### src/rtl/alu_pkg.sv
// Shared definitions for the ALU arbiter slice.
// Holds the default widths, the opcode constants understood by the shared
// ALU, the flag bit positions and the arbiter FSM state encoding.
package alu_pkg;

  localparam int DEF_DATA_W = 16;
  localparam int DEF_OP_W   = 3;
  localparam int DEF_FLAG_W = 3;

  // Opcodes are interpreted by the ALU only; the arbiter forwards them untouched.
  localparam logic [2:0] OP_ADD    = 3'b000;
  localparam logic [2:0] OP_SUB    = 3'b001;
  localparam logic [2:0] OP_XOR    = 3'b010;
  localparam logic [2:0] OP_RED    = 3'b011;
  localparam logic [2:0] OP_SLL    = 3'b100;
  localparam logic [2:0] OP_SRL    = 3'b101;
  localparam logic [2:0] OP_ROR    = 3'b110;
  localparam logic [2:0] OP_PADDSB = 3'b111;

  localparam int FLAG_N = 0;
  localparam int FLAG_V = 1;
  localparam int FLAG_Z = 2;

  typedef enum logic [1:0] {
    ST_IDLE = 2'b00,
    ST_EXEC = 2'b01,
    ST_RESP = 2'b10
  } state_e;

endpackage

### src/rtl/rr_arb2.sv
// Two-way round-robin arbiter, purely combinational.
// Ports:
//   req  - request vector, bit X for requester X
//   last - index of the requester granted most recently
//   en   - arbitration enable; no grant is issued while low
//   gnt  - one-hot (or zero) grant vector
module rr_arb2 (
  input  logic [1:0] req,
  input  logic       last,
  input  logic       en,
  output logic [1:0] gnt
);

  // Grant decision: a tie goes to the requester that did not win last time.
  always_comb begin
    gnt = 2'b00;
    if (!en) begin
      gnt = 2'b00;
    end else if (req == 2'b11) begin
      gnt = last ? 2'b01 : 2'b10;
    end else begin
      gnt = req;
    end
  end

endmodule

### src/rtl/alu_arbiter.sv
// Sequencer that shares one external 16-bit ALU between two requesters
// (r0: core execute path, r1: auxiliary/debug engine). An operation is
// granted in IDLE, driven to the ALU for one EXEC cycle, and its result held
// in RESP until the owning requester acknowledges it. The block also owns
// the architectural N/V/Z flag register and feeds it back to the ALU.
// Ports:
//   clk, rst_n                 - clock, asynchronous active-low reset
//   rX_req/in1/in2/op/flag_we  - request and operands from requester X
//   rX_gnt                     - combinational grant, operands latched on this edge
//   rX_done / rX_ack           - result-valid / result-consumed handshake
//   result, flags, busy        - shared result, flag register, not-IDLE indicator
//   alu_in1/in2/op/flag_in     - operands driven to the ALU
//   alu_out, alu_flag          - ALU result and flags
module alu_arbiter #(
  parameter int DATA_W = alu_pkg::DEF_DATA_W,
  parameter int OP_W   = alu_pkg::DEF_OP_W,
  parameter int FLAG_W = alu_pkg::DEF_FLAG_W
) (
  input  logic              clk,
  input  logic              rst_n,
  input  logic              r0_req,
  input  logic [DATA_W-1:0] r0_in1,
  input  logic [DATA_W-1:0] r0_in2,
  input  logic [OP_W-1:0]   r0_op,
  input  logic              r0_flag_we,
  output logic              r0_gnt,
  output logic              r0_done,
  input  logic              r0_ack,
  input  logic              r1_req,
  input  logic [DATA_W-1:0] r1_in1,
  input  logic [DATA_W-1:0] r1_in2,
  input  logic [OP_W-1:0]   r1_op,
  input  logic              r1_flag_we,
  output logic              r1_gnt,
  output logic              r1_done,
  input  logic              r1_ack,
  output logic [DATA_W-1:0] result,
  output logic [FLAG_W-1:0] flags,
  output logic              busy,
  output logic [DATA_W-1:0] alu_in1,
  output logic [DATA_W-1:0] alu_in2,
  output logic [OP_W-1:0]   alu_op,
  output logic [FLAG_W-1:0] alu_flag_in,
  input  logic [DATA_W-1:0] alu_out,
  input  logic [FLAG_W-1:0] alu_flag
);

  import alu_pkg::*;

  state_e            state_q, state_d;
  logic              owner_q, owner_d;
  logic              last_q, last_d;
  logic              we_q, we_d;
  logic [DATA_W-1:0] in1_q, in1_d;
  logic [DATA_W-1:0] in2_q, in2_d;
  logic [OP_W-1:0]   op_q, op_d;
  logic [DATA_W-1:0] result_q, result_d;
  logic [FLAG_W-1:0] flags_q, flags_d;
  logic              busy_q;
  logic [1:0]        done_q;
  logic [1:0]        gnt_s;
  logic              arb_en_s;
  logic              owner_ack_s;

  // Gating with rst_n keeps both grants low while reset is held, even though
  // the state register already reads IDLE.
  assign arb_en_s = rst_n & (state_q == ST_IDLE);

  rr_arb2 u_rr_arb2 (
    .req  ({r1_req, r0_req}),
    .last (last_q),
    .en   (arb_en_s),
    .gnt  (gnt_s)
  );

  assign r0_gnt      = gnt_s[0];
  assign r1_gnt      = gnt_s[1];
  assign owner_ack_s = owner_q ? r1_ack : r0_ack;

  assign r0_done     = done_q[0];
  assign r1_done     = done_q[1];
  assign busy        = busy_q;
  assign result      = result_q;
  assign flags       = flags_q;
  assign alu_in1     = in1_q;
  assign alu_in2     = in2_q;
  assign alu_op      = op_q;
  assign alu_flag_in = flags_q;

  // Next-state and datapath-load logic for the IDLE/EXEC/RESP sequencer.
  always_comb begin
    state_d  = state_q;
    owner_d  = owner_q;
    last_d   = last_q;
    we_d     = we_q;
    in1_d    = in1_q;
    in2_d    = in2_q;
    op_d     = op_q;
    result_d = result_q;
    flags_d  = flags_q;
    case (state_q)
      ST_IDLE: begin
        if (gnt_s[0]) begin
          in1_d   = r0_in1;
          in2_d   = r0_in2;
          op_d    = r0_op;
          we_d    = r0_flag_we;
          owner_d = 1'b0;
          last_d  = 1'b0;
          state_d = ST_EXEC;
        end else if (gnt_s[1]) begin
          in1_d   = r1_in1;
          in2_d   = r1_in2;
          op_d    = r1_op;
          we_d    = r1_flag_we;
          owner_d = 1'b1;
          last_d  = 1'b1;
          state_d = ST_EXEC;
        end else begin
          state_d = ST_IDLE;
        end
      end
      ST_EXEC: begin
        result_d = alu_out;
        if (we_q) begin
          flags_d = alu_flag;
        end else begin
          flags_d = flags_q;
        end
        state_d = ST_RESP;
      end
      ST_RESP: begin
        // Only the owner's ack releases the result; the other ack is ignored.
        if (owner_ack_s) begin
          state_d = ST_IDLE;
        end else begin
          state_d = ST_RESP;
        end
      end
      default: begin
        state_d = ST_IDLE;
      end
    endcase
  end

  // State, operand, result and flag registers; done/busy registered from next state.
  always_ff @(posedge clk or negedge rst_n) begin
    if (!rst_n) begin
      state_q  <= ST_IDLE;
      owner_q  <= 1'b0;
      last_q   <= 1'b1;
      we_q     <= 1'b0;
      in1_q    <= {DATA_W{1'b0}};
      in2_q    <= {DATA_W{1'b0}};
      op_q     <= {OP_W{1'b0}};
      result_q <= {DATA_W{1'b0}};
      flags_q  <= {FLAG_W{1'b0}};
      busy_q   <= 1'b0;
      done_q   <= 2'b00;
    end else begin
      state_q  <= state_d;
      owner_q  <= owner_d;
      last_q   <= last_d;
      we_q     <= we_d;
      in1_q    <= in1_d;
      in2_q    <= in2_d;
      op_q     <= op_d;
      result_q <= result_d;
      flags_q  <= flags_d;
      busy_q   <= (state_d != ST_IDLE);
      if (state_d == ST_RESP) begin
        done_q <= owner_d ? 2'b10 : 2'b01;
      end else begin
        done_q <= 2'b00;
      end
    end
  end

endmodule
### config.mk
export PLATFORM = sky130hd
export DESIGN_NAME = alu_arbiter
export DESIGN_NICKNAME = d
export VERILOG_FILES = /design/src/rtl/alu_pkg.sv /design/src/rtl/rr_arb2.sv /design/src/rtl/alu_arbiter.sv
export SDC_FILE = /design/constraint.sdc
export NUM_CORES = 1
export LEC_CHECK = 0
export CORE_UTILIZATION = 35
export DETAILED_ROUTE_END_ITERATION = 16
export PLACE_DENSITY = 0.86
export SYNTH_ARGS = -nofsm -noshare
export SYNTH_HDL_FRONTEND = slang
export SYNTH_HIERARCHICAL = 1
export SYNTH_SLANG_ARGS = --single-unit
export TNS_END_PERCENT = 1
### constraint.sdc
create_clock -name clk -period 2.05 [get_ports clk]
set_clock_uncertainty 0.1 [all_clocks]
set_input_delay 0.3075 -clock clk [delete_from_list [all_inputs] [get_ports clk]]
set_output_delay 0.3075 -clock clk [all_outputs]
set_load 0.02 [all_outputs]
---- Word-level counts from Yosys, hierarchy flattened ----
Index checks and enable logic that the tools add are counted.
storage, ports and cells
  register bits after elaboration ......... 62
  logic and storage cells ................. 44
  input bits .............................. 97
  output and inout port bits .............. 62
cells by class
  reduce and logical (&&, ||, !) cells .... 5
  equality and inequality tests ........... 4
  muxes and demuxes ....................... 23
  bitwise gates (word level) .............. 1
operators with widths
  operator                                        count
  2-to-1 mux 16 bit                               4
  2-to-1 mux 2 bit                                6
  2-to-1 mux 1 bit                                10
  == test 2 bit (second input constant)           3
  2-to-1 mux 3 bit                                2
  one-hot mux 2 bit (3 select lines)              1
  AND reduction 2 bit                             2
  nonzero test 2 bit                              2
  == test 2 x 1 -> 1 bit (second input constant)  1
  logical NOT 2 bit                               1
  bitwise AND 1 bit                               1

---- Depth between registers and ports, before layout ----
  word-level depth ........................ 8
  depth in mapped cells ................... 8

---- By module ----
Netlist, hierarchy kept.
modules (own cells, without submodules)
  module       times used  sequential area each (um2)  cells each  area an instance (um2)
  alu_arbiter  1           1,552.7                     217         2,924.1
  rr_arb2      1           0.0                         5           21.3

---- Least setup slack after synthesis ----
OpenSTA, ideal clock, no wires.
  kind .................................... register to register
  start point ............................. register state_q[1]
  end point ............................... register in2_q[15] (netlist: alu_in2[15])
  required time ........................... 1,825 ps
  path buffers ............................ 2
  data arrival time ....................... 2,152 ps
  cell stages (with the launch flop) ...... 9
  clock period less this slack ............ 2,377 ps
  setup slack ............................. -327 ps
  cells stage by stage .................... dfrtp_1 -> nor2_2 -> and2_1 -> nand2_1 -> a21oi_1 -> buf_6 -> buf_6 -> mux2_2 -> mux2_4
between the ends
  cells in the longest elaborated chain, start to end .. 5
  elaborated cells on any way between the ends .. 6
  classes of those cells .................. mux: 2; bitwise: 1; reduce/logical: 3
ends and longest elaborated chain
  item                                  line                text
  start, declared                       alu_arbiter.sv:50   state_e state_q, state_d;
  start signal, assigned                alu_arbiter.sv:161  state_q <= state_d;
  logical NOT 2 bit *                   alu_arbiter.sv:67   assign arb_en_s = rst_n & (state_q == ST_IDLE);
  bitwise AND 1 bit *                   alu_arbiter.sv:67
  net arb_en_s                          alu_arbiter.sv:62   logic arb_en_s;
  2-to-1 mux 2 bit *                    rr_arb2.sv:17       if (!en) begin
  net r0_gnt                            alu_arbiter.sv:26   output logic r0_gnt,
  nonzero test 2 bit (no source line)   n/a
  AND reduction 2 bit (no source line)  n/a
  end signal, assigned                  alu_arbiter.sv:154  in2_q <= {DATA_W{1'b0}};
  end signal, assigned                  alu_arbiter.sv:166  in2_q <= in2_d;
  end, declared                         alu_arbiter.sv:55   logic [DATA_W-1:0] in2_q, in2_d;
Mark *: on every way through the listed nets, which the timed path passes. The rest lies on a longest branch.
A chain may end at the register's enable or synchronous reset.

---- Worst setup path after layout ----
  start point ............................. register state_q[1]
  end point ............................... register in2_q[10] (netlist: alu_in2[10])
between the ends
  cells in the longest elaborated chain, start to end .. 5
  elaborated cells on any way between the ends .. 6
  classes of those cells .................. mux: 2; bitwise: 1; reduce/logical: 3
ends and longest elaborated chain
  item                                  line
  logical NOT 2 bit *                   alu_arbiter.sv:67
  bitwise AND 1 bit *                   alu_arbiter.sv:67
  net arb_en_s                          alu_arbiter.sv:62
  2-to-1 mux 2 bit *                    rr_arb2.sv:17
  nonzero test 2 bit (no source line)   n/a
  AND reduction 2 bit (no source line)  n/a
Marks and branches as above.

==> flow_metrics.env <==
export IMPL_die_h_um=93.7
export IMPL_ys_ff_latch=62
export IMPL_start_util_pct=36.0
export IMPL_relSlewSlack_pct=47.9
export IMPL_io_pins=159
export IMPL_fin_area_sq_mm=0.00494
export IMPL_critical_path_class="flip-flop to flip-flop"
export IMPL_power_density_mw_per_mm2=1450
export IMPL_clock_sinks=62
export IMPL_synthSimpleGateAreaFrac_pct=8.50
export IMPL_grt_use_total_pct=17.0
export IMPL_grt_max_degree=63
export IMPL_syn_to_final_growth_pct=67.6
export IMPL_clk_insertion_delay_late_ns=0.32
export IMPL_yosysTopAreaCellShare_pct=51.8
export IMPL_post_route_period_util_pct=97.2
export IMPL_synth_warnings=6
export IMPL_worstSetupEndpointType="flip-flop"
export IMPL_grt_met2_usage_pct=29.9
export IMPL_fin_nets=488
export IMPL_fp_dieW_um=93.7
export IMPL_multi_input_area_sq_mm=0.00132
export IMPL_worstRegToRegCells=7
export IMPL_critPathMostFrequentCell="mux2_2"
export IMPL_clock_path_buffers=2
export IMPL_grt_pass1_wl_um=11400
export IMPL_netlist_top_cells_area="dfrtp_1 52%, mux2_2 15%, mux2_4 14%, nand2_1 6.5%, mux2_1 3.1%"
export IMPL_vias=2301
export IMPL_final_hold_viol_count=0
export IMPL_synth_most_common_cell="dfrtp_1"
export IMPL_fp_dieArea_sq_mm=0.00879
export IMPL_ys_types=22
export IMPL_avgSynthCellArea_sq_um=13.3
export IMPL_path_clk_slew_ns=0.06
export IMPL_crit_chain="nor2_2, and2_4, nand2_4, a21oi_4, buf_12, mux2_2, mux2_2"
export IMPL_finalMaxSlewViolations=0
export IMPL_fmax_mhz=502
export IMPL_synth_xor_area_share_pct=0
export IMPL_grt_setup_unrepaired="yes"
export IMPL_antenna_found_initial=0
export IMPL_critPathSlowestCell="dfrtp_1"
export IMPL_seq_area_sq_mm=0.00155
export IMPL_nFillCells=668
export IMPL_core_area_sq_mm=0.00818
export IMPL_grt_busiest_layer="met2"
export IMPL_power_total_mw=7.15
export IMPL_firstDrtPassIters=4
export IMPL_finalSetupViolCount=0
export IMPL_min_path_type="primary input to asynchronous set/reset pin"
export IMPL_status="completed"
export IMPL_dp_hpwl_um=5460
export IMPL_cp_required_ns=2.16
export IMPL_yosysTopAreaCell="dfrtp_1"
export IMPL_cts_tree="built"
export IMPL_cpPeakStageDelay_ns=0.38
export IMPL_grt_pass1_vias=2443
export IMPL_synth_flop_cell="dfrtp_1"
export IMPL_maxCapViolations=0
export IMPL_p_leak_nw=2.17
export IMPL_port_buffers=158
export IMPL_syn_nets=319
export IMPL_synth_top_family_by_area="multiplexers"
export IMPL_hold_buffers=0
export IMPL_syn_inst=222
export IMPL_numCtsBuffers=9
export IMPL_critPathLaunchType="flip-flop"
export IMPL_layout_drive_gt1_share_pct=28.5
export IMPL_clock_root_buffer="clkbuf_8"
export IMPL_met3_usage_pct=4.69
export IMPL_final_antenna_net_count=0
export IMPL_gp_congestion=0.693
export IMPL_grt_overflow_total=0
export IMPL_worstPathMaxFanout=20
export IMPL_synth_common_cells="61 x dfrtp_1, 51 x nand2_1, 39 x mux2_2"
export IMPL_syn_area_sq_mm=0.00295
export IMPL_met1_usage_pct=19.4
export IMPL_synthMuxAreaShare_pct=32.6
export IMPL_synth_edff_count=0
export IMPL_ys_async_sr_fraction_pct=100
export IMPL_htreeDepth=3
export IMPL_synth_adder_area_share_pct=0
export IMPL_drc=0
export IMPL_place_area_sq_mm=0.00472
export IMPL_routedWlPerCell_um=14.4
export IMPL_vdd_ir_drop_max_mv=0.789
export IMPL_synth_compound_area_share_pct=1.23
export IMPL_wirelength_um=7230
export IMPL_worst_pin_slew_ns=0.782
export IMPL_rows=33
export IMPL_seq_area_frac_synth_pct=52.7
export IMPL_crit_arrival_ns=2.10
export IMPL_vias_per_cell=4.59
export IMPL_fin_tns_setup_ns=0
export IMPL_drt_initial_drc_count=41
export IMPL_antennaDiodeCount=0
export IMPL_fin_crit_ns=1.99
==> through the flow <==
step           std cells  util, %  hold WS, ns  worst slack (ns)
2_1_floorplan        222        -      -0.0881           -0.0374
3_3_place_gp         485     57.8        0.360            -0.112
3_5_place_dp         485     57.8        0.367            -0.149
4_1_cts              501     60.2        0.124            0.0225
5_1_grt              501     60.4        0.156           -0.0455
6_report             501     60.4       0.0981            0.0572
==> path summary, 6_finish.rpt <==
check	startpoint	to	slack (ns)
min reg2reg	result[4]$_DFFE_PN0N_	result[4]$_DFFE_PN0N_	0.38
max in group asynchronous	rst_n	alu_in2[7]$_DFFE_PN0P_	1.24
max reg2reg	state_q[1]$_DFF_PN0_	alu_in2[10]$_DFFE_PN0P_	0.06
min	rst_n	result[15]$_DFFE_PN0N_	0.1
min in group clk	result[4]$_DFFE_PN0N_	result[4]$_DFFE_PN0N_	0.38
max	state_q[1]$_DFF_PN0_	alu_in2[10]$_DFFE_PN0P_	0.06
==> per-layer routing <==
layer,wire (um),up-vias
li1,-,1084
met2,3770,89
met3,441,16
met4,121,0
met1,2910,1112
met5,0,-
==> area by class of cell <==
type / instances / share of cell area [%]
tap: 105 / 2.66
timing repair buffer: 173 / 35.0
multi-input combinational: 143 / 26.7
clock inverter: 3 / 0.862
inverter: 2 / 0.152
clock buffer: 13 / 3.22
sequential: 62 / 31.5
==> flip-flops by register name, indices dropped and copies added (netlist names) <==
register and cells:
done_q 2, alu_in2 16, last_q 1, owner_q 1, we_q 1, alu_op 3, result 16, state_q 2
alu_flag_in 3, busy 1, alu_in1 16
==> logic make-up after synthesis <==
logic type	after synthesis
AOI/OAI and AO/OA	6
buffers and inverters	17
DFF	62
muxes	76
and+or+nand+nor	61
==> repair_timing <==
| action | CTS | global route |
|---|---|---|
| pin swaps | 0 | 1 |
| gates cloned | 0 | 0 |
| setup endpoints to repair | 2 | 35 |
| setup buffers | 0 | 0 |
| resized for setup | 3 | 6 |
==> cells in the final DEF, fill, tap and decap left out, types with 2 or more instances in the layout <==
| cell type | instances |
|---|---|
| a21oi_1 | 2 |
| buf_12 | 3 |
| buf_4 | 11 |
| clkbuf_1 | 2 |
| clkbuf_8 | 11 |
| clkdlybuf4s50_1 | 155 |
| dfrtp_1 | 61 |
| inv_1 | 2 |
| mux2_2 | 35 |
| mux2_4 | 40 |
| nand2_1 | 50 |
| nand2b_1 | 2 |
| nor2_1 | 2 |
| nor2b_1 | 3 |
==> power breakdown <==
group / total, mW / leakage, nW / internal, mW / switching (mW)
clock: 1.06 / 0.0996 / 0.627 / 0.437
combinational: 3.90 / 1.32 / 2.17 / 1.73
sequential: 2.19 / 0.744 / 1.85 / 0.337
==> critical path, delay by kind of cell (launching register included) <==
kind,cells,cell delay (ns)
AO/OA/AOI/OAI,1,0.22
buffers and inverters,1,0.22
flip-flops,1,0.38
multiplexers,2,0.60
AND/OR/NAND/NOR,3,0.34
(Power assumes the default switching activity.)
==> variant: new RTL, config.mk and constraints unchanged <==
Set the package constant `DEF_OP_W` to 2 (it was 3).
--- a/src/rtl/alu_pkg.sv
+++ b/src/rtl/alu_pkg.sv
@@ -6,3 +6,3 @@
   localparam int DEF_DATA_W = 16;
-  localparam int DEF_OP_W   = 3;
+  localparam int DEF_OP_W   = 2;
   localparam int DEF_FLAG_W = 3;
Interface: changed (resized alu_op, r0_op and r1_op); port bits go from 159 to 156. No check against the original RTL was run, so the function may have changed too.
==> variant against the original RTL <==
Final area decreased by 3.3%. Power decreased by 2.4%. Largest power group unchanged. Critical endpoint is now alu_in1[7]$_DFFE_PN0P_. Worst hold slack improved by 0.015 ns. Sequential cell count decreased by 1. Cell count decreased by 2.6%. Worst setup slack got worse by 0.022 ns. Area after synthesis decreased by 0.59%. Highest routed layer unchanged. Wire length increased by 0.37%.
==> variant: results <==
export IMPL_final_layout_size_suffix_gt1_share_pct=21.24
export IMPL_wl_met3_um=620
export IMPL_hpwl_mm=5.380
export IMPL_synth_area_leaders="dfrtp_1 (51%), mux2_4 (14%), mux2_1 (11%), nand2_1 (6.5%), mux2_2 (6.5%)"
export IMPL_synth_top_cell_area_share_pct=51.28
export IMPL_dp_cells=472
export IMPL_wl_met2_mm=3.609
export IMPL_cts_resized=2
export IMPL_place_gp_congestion=0.7113
export IMPL_grt_max_degree=62
export IMPL_worst_pin_slew_ns=0.7575
export IMPL_synth_nets=314
export IMPL_post_drt_via_cell_ratio=4.594
export IMPL_status="completed"
export IMPL_grt_total_usage_pct=17.82
export IMPL_cp_max_fo=35
export IMPL_grt_pass1_wl_mm=11.79
export IMPL_port_buffers=155
export IMPL_drt_met1_wl_mm=2.925
export IMPL_arrival_ns=2.12
export IMPL_synth_commonest_cells="dfrtp_1 (60), nand2_1 (51), mux2_1 (28), mux2_4 (28), mux2_2 (17)"
export IMPL_final_nets=476
export IMPL_grt_util_met1_pct=21.29
export IMPL_grt_pass1_vias=2400
export IMPL_synth_cells=219
export IMPL_grtUsageMet2_pct=30.21
variant: where the power goes:
part	leakage [nW]	switching (mW)	internal (mW)
sequential	0.733	0.353	1.82
clock	0.0964	0.446	0.591
combinational	1.25	1.67	2.09
variant: logic make-up after synthesis:
family | Yosys count | share of synthesized area (%)
compound gates | 6 | 1.239
buf+inv | 17 | 5.726
flops | 61 | 52.18
mux | 74 | 32.01
simple gates | 61 | 8.847
variant: through the flow:
step                      instance area [µm²]  utilization [%]
after floorplan                          2947                -
after global placement                   4569            57.64
after detailed placement                 4569            57.64
after CTS                                4760            60.04
after global routing                     4771            60.18
final                                    4771            60.18
variant: path summary, 6_finish.rpt:
check / start / depth (start not counted) / slack (ns) / end
max reg2reg: state_q[0]$_DFF_PN0_ / 7 / 0.03 / alu_in1[7]$_DFFE_PN0P_
min reg2reg: result[15]$_DFFE_PN0N_ / 2 / 0.37 / result[15]$_DFFE_PN0N_
min in group clk: result[15]$_DFFE_PN0N_ / 2 / 0.37 / result[15]$_DFFE_PN0N_
min: rst_n / 2 / 0.11 / result[15]$_DFFE_PN0N_
max: state_q[0]$_DFF_PN0_ / 7 / 0.03 / alu_in1[7]$_DFFE_PN0P_
max in group asynchronous: rst_n / 2 / 1.24 / alu_in1[0]$_DFFE_PN0P_
variant: area by class of cell:
type,instances,area [µm²]
inverter,2,7.507
timing repair buffer,166,1653
multi-input combinational,141,1262
tap,102,127.6
fill,654,3157
clock inverter,4,47.55
sequential,61,1528
clock buffer,12,145.1
variant: critical path, delay by kind of cell, from the launching register on:
kind	cells	cell delay [ns]
and+or+nand+nor	3	0.35
muxes	2	0.61
buffers and inverters	1	0.24
AOI/OAI and AO/OA	1	0.17
DFF	1	0.39
